`config.mk`:
```
export PLATFORM = sky130hd
export DESIGN_NAME = mips_register_file
export DESIGN_NICKNAME = d
export VERILOG_FILES = /design/src/rtl/mips_register_file.sv
export SDC_FILE = /design/constraint.sdc
export NUM_CORES = 2
export LEC_CHECK = 0
export CAP_MARGIN = 0
export CORE_MARGIN = 8
export CORE_UTILIZATION = 50
export CTS_CLUSTER_DIAMETER = 100
export DETAILED_ROUTE_END_ITERATION = 10
export PLACE_DENSITY = 0.66
export SETUP_SLACK_MARGIN = 0.5
export SYNTH_ARGS = -nofsm -noshare
export SYNTH_HDL_FRONTEND = slang
export SYNTH_SLANG_ARGS = --single-unit
export TNS_END_PERCENT = 1
```
`constraint.sdc`:
```
create_clock -name clock -period 10.9 [get_ports clock]
set_clock_uncertainty 0.15 [all_clocks]
set_input_delay 3.27 -clock clock [delete_from_list [all_inputs] [get_ports clock]]
set_output_delay 3.27 -clock clock [all_outputs]
set_load 0.02 [all_outputs]
```
`src/rtl/mips_register_file.sv`:
```
// MIPS general-purpose register file: 32 x 32-bit, two combinational read
// ports, one synchronous write port, register $0 hardwired to zero.
module mips_register_file #(
  parameter int DATA_WIDTH = 32,
  parameter int ADDR_WIDTH = 5
) (
  input  logic                  clock,
  input  logic                  reset,
  input  logic                  reg_write,
  input  logic [ADDR_WIDTH-1:0] read_register_1,
  input  logic [ADDR_WIDTH-1:0] read_register_2,
  input  logic [ADDR_WIDTH-1:0] write_register,
  input  logic [DATA_WIDTH-1:0] write_data,
  output logic [DATA_WIDTH-1:0] read_data_1,
  output logic [DATA_WIDTH-1:0] read_data_2
);

  localparam int DEPTH = 2 ** ADDR_WIDTH;

  // Entry 0 exists only to keep indexing uniform; it is never written with
  // anything but zero, and the read mux forces zero for index 0 regardless,
  // so $0 reads as zero even before the first reset edge.
  logic [DATA_WIDTH-1:0] r_regs [0:DEPTH-1];

  logic                  w_write_en;
  logic [DATA_WIDTH-1:0] w_rd1;
  logic [DATA_WIDTH-1:0] w_rd2;

  // True when the index names one of the writable registers ($1..$31).
  function automatic logic is_writable(input logic [ADDR_WIDTH-1:0] idx);
    return (idx != {ADDR_WIDTH{1'b0}});
  endfunction

  assign w_write_en = reg_write & is_writable(write_register);

  // Register array update: reset clears everything and drops any same-cycle
  // write; otherwise store write_data unmodified into a writable register.
  always_ff @(posedge clock) begin
    if (reset) begin
      for (int i = 0; i < DEPTH; i++) begin
        r_regs[i] <= {DATA_WIDTH{1'b0}};
      end
    end else if (w_write_en) begin
      r_regs[write_register] <= write_data;
    end else begin
      r_regs[write_register] <= r_regs[write_register];
    end
  end

  // Combinational read ports; no forwarding, so a same-cycle write becomes
  // visible only after the clock edge.
  always_comb begin
    w_rd1 = {DATA_WIDTH{1'b0}};
    w_rd2 = {DATA_WIDTH{1'b0}};
    if (is_writable(read_register_1)) begin
      w_rd1 = r_regs[read_register_1];
    end else begin
      w_rd1 = {DATA_WIDTH{1'b0}};
    end
    if (is_writable(read_register_2)) begin
      w_rd2 = r_regs[read_register_2];
    end else begin
      w_rd2 = {DATA_WIDTH{1'b0}};
    end
  end

  assign read_data_1 = w_rd1;
  assign read_data_2 = w_rd2;

endmodule

```
==> results.sh <==
export IMPL_arrival_ps=7070
export IMPL_finalSetupViolCount=0
export IMPL_synthArstFlopShare=0
export IMPL_largestRegisters="r_regs x1024"
export IMPL_setup_tns_ps=0
export IMPL_row_count=121
export IMPL_die_area_um2=119300
export IMPL_synthFlopType="edfxtp_1"
export IMPL_finish_utilization=0.5563
export IMPL_syn_area_um2=54230
export IMPL_cts_tree="done"
export IMPL_syn_inst=3502
export IMPL_flow_area_growth_from_synthesis_pct=11.04
export IMPL_route_vias_total=34381
export IMPL_endpoint="read_data_1[20]"
export IMPL_gp_congestion=0.9179
export IMPL_cp_start_kind="input pin"
export IMPL_drtIter0Drc=4687
export IMPL_yosysWarnings=0
export IMPL_worstSetupEndpointType="primary output"
export IMPL_ys_types=42
export IMPL_via_per_inst=6.850
export IMPL_port_buffers=113
export IMPL_postSynthAreaPerCell_um2=15.49
export IMPL_ir_drop_mv=0.1178
export IMPL_htreeDepth=3
export IMPL_ios=114
export IMPL_crit_top_cell="clkdlybuf4s50_1"
export IMPL_rsz0062_at_grt="true"
export IMPL_design_core_area_um2=108200
export IMPL_criticalPathCategory="input pin to primary output"
export IMPL_start_util=0.5010
export IMPL_outcome="completed"
export IMPL_drive_gt1_frac=0.2440
export IMPL_gr_usage_all_layers=0.2919
export IMPL_relSlewSlack=0.09358
export IMPL_cp_num_cells=7
export IMPL_path_buf_inv=3
export IMPL_antenna_found_initial=20
export IMPL_synth_common_cells="edfxtp_1, and2_1, mux4_2, clkbuf_1, mux2i_1"
export IMPL_cp_slowest_cell="clkdlybuf4s50_1"
export IMPL_fin_nets=3557
export IMPL_clkSinkCount=1024
export IMPL_yosysTopAreaCellShare=0.5670
export IMPL_overflow=0
export IMPL_critical_path_top_delay_family="buffers and inverters"
export IMPL_ys_seq_elements=1024
export IMPL_placed_cell_area_um2=56850
export IMPL_grt_pass1_vias=35043
export IMPL_crit_chain="clkdlybuf4s50_1, and2_2, buf_4, a22o_1, a2111oi_1, nor3_1, clkdlybuf4s50_1"
export IMPL_slew_violations=0
export IMPL_hpwl_um=108200
export IMPL_period_needed_ps=10490
export IMPL_p_per_area_nw_per_um2=156.5
export IMPL_tightest_slew_ps=1357
export IMPL_totalWireLength_um=179100
export IMPL_largest_reg_flops=1024
export IMPL_crit_start="read_register_1[3]"
export IMPL_dp_cells=4812
export IMPL_leakage_nw=20.56
export IMPL_required_ps=7480
export IMPL_ys_seq_area_frac=0.5670
export IMPL_clk_pin_slew_ps=60
export IMPL_wl_per_cell_um=35.69
export IMPL_fin_ws_ps=409.9
export IMPL_synth_edf_count=1024
export IMPL_synth_area_leaders="edfxtp_1, mux4_2, and2_1"
export IMPL_die_w_um=345.3
export IMPL_detail_route_antenna_nets=0
export IMPL_yosys_area_top_type="edfxtp_1"
export IMPL_min_path_type="input pin to register"
export IMPL_cts_inserted_buffers=107
export IMPL_clockRootBuffer="clkbuf_16"
export IMPL_grt_pass1_wl_um=252600
export IMPL_final_cells=5019
export IMPL_grt_max_degree=81
export IMPL_holdBufCountCts=0
export IMPL_yosysMostFrequentCell="edfxtp_1"
export IMPL_fin_area_um2=60220
export IMPL_post_place_ws_ps=354.9
export IMPL_fin_crit_sh=0.9624
export IMPL_drt_pass1_iterations=5
export IMPL_die_h_um=345.3
export IMPL_regMostFlops="r_regs"
export IMPL_drc_errors=0
export IMPL_max_stage_delay_ps=940
export IMPL_crit_fanout=17
export IMPL_clk_path_buf_depth=3
export IMPL_cap_viol_max_count=0
export IMPL_max_freq_mhz=95.33
export IMPL_hold_viol_final=0
-- stage by stage --
step	hold slack, ps	power, mW
after CTS	2937	9.427
after global routing	2960	9.636
after global placement	3643	5.909
after floorplan	3318	5.433
after detailed placement	3673	5.944
final	2990	9.426
-- timing repair --
action                                  in CTS  in global routing
hold endpoints to repair                     0                  0
gates resized for setup                      1                  3
setup buffers                                0                  0
endpoints found under the setup margin       4                  6
-- kinds of logic after synthesis --
logic type             Yosys count  share of synthesized area
AO/OA/AOI/OAI                  259                    0.03652
buffers and inverters          389                    0.03313
flip-flops                    1024                     0.5670
multiplexers                   652                     0.2299
other                            1                 0.00006915
AND/OR/NAND/NOR               1177                     0.1334
-- worst min-delay path by stage --
stage | slack, ps | cells past startpoint | start | endpoint
2_1_floorplan | 3320 | 1 | write_data[31] | r_regs[1][31]$_SDFFCE_PN0P_
3_3_place_gp | 3640 | 1 | reset | r_regs[0][29]$_SDFFCE_PN0P_
3_5_place_dp | 3670 | 1 | reset | r_regs[0][29]$_SDFFCE_PN0P_
4_1_cts | 2940 | 1 | reset | r_regs[0][29]$_SDFFCE_PN0P_
5_1_grt | 2960 | 1 | reset | r_regs[0][29]$_SDFFCE_PN0P_
6_report | 2990 | 1 | reset | r_regs[0][20]$_SDFFCE_PN0P_
-- cells in the final DEF (no fill, tap or decap), types with 11 or more instances in the layout --
cell / n
a22oi_1: 16
clkinv_1: 30
clkbuf_1: 21
mux4_2: 472
edfxtp_1: 1024
clkbuf_16: 111
mux2_2: 30
and2_1: 994
nor2b_1: 12
or2_2: 33
mux2i_1: 150
nor2_2: 26
clkdlybuf4s50_1: 101
a22o_1: 51
o22ai_1: 103
buf_4: 126
diode_2: 11
clkinv_2: 25
nor3_1: 52
buf_12: 17
conb_1: 32
a2111oi_0: 14
a21oi_1: 12
a2111oi_1: 39
-- power breakdown --
| part | internal, mW | switching, mW |
|---|---|---|
| clock | 2.01 | 1.53 |
| sequential | 4.55 | 0.120 |
| combinational | 0.516 | 0.698 |
| total | 7.08 | 2.35 |
-- final cells by class --
cell class	count	area (µm²)
Antenna cell	11	27.53
Clock buffer	132	2856
Clock inverter	64	464.2
Fill cell	8387	48030
Inverter	2	7.507
Multi-Input combinational cell	2120	21960
Sequential cell	1024	30750
Tap cell	1414	1769
Timing Repair Buffer	252	2380
-- per-layer routing --
| metal | global-route usage | wire, µm | vias up |
|---|---|---|---|
| met1 | 0.3810 | 65690 | 17892 |
| met5 | 0 | 55 | - |
| met2 | 0.4660 | 84300 | 2416 |
| met3 | 0.06822 | 19700 | 474 |
| met4 | 0.1341 | 9381 | 10 |
| li1 | - | - | 13589 |
(Power assumes the default switching activity.)
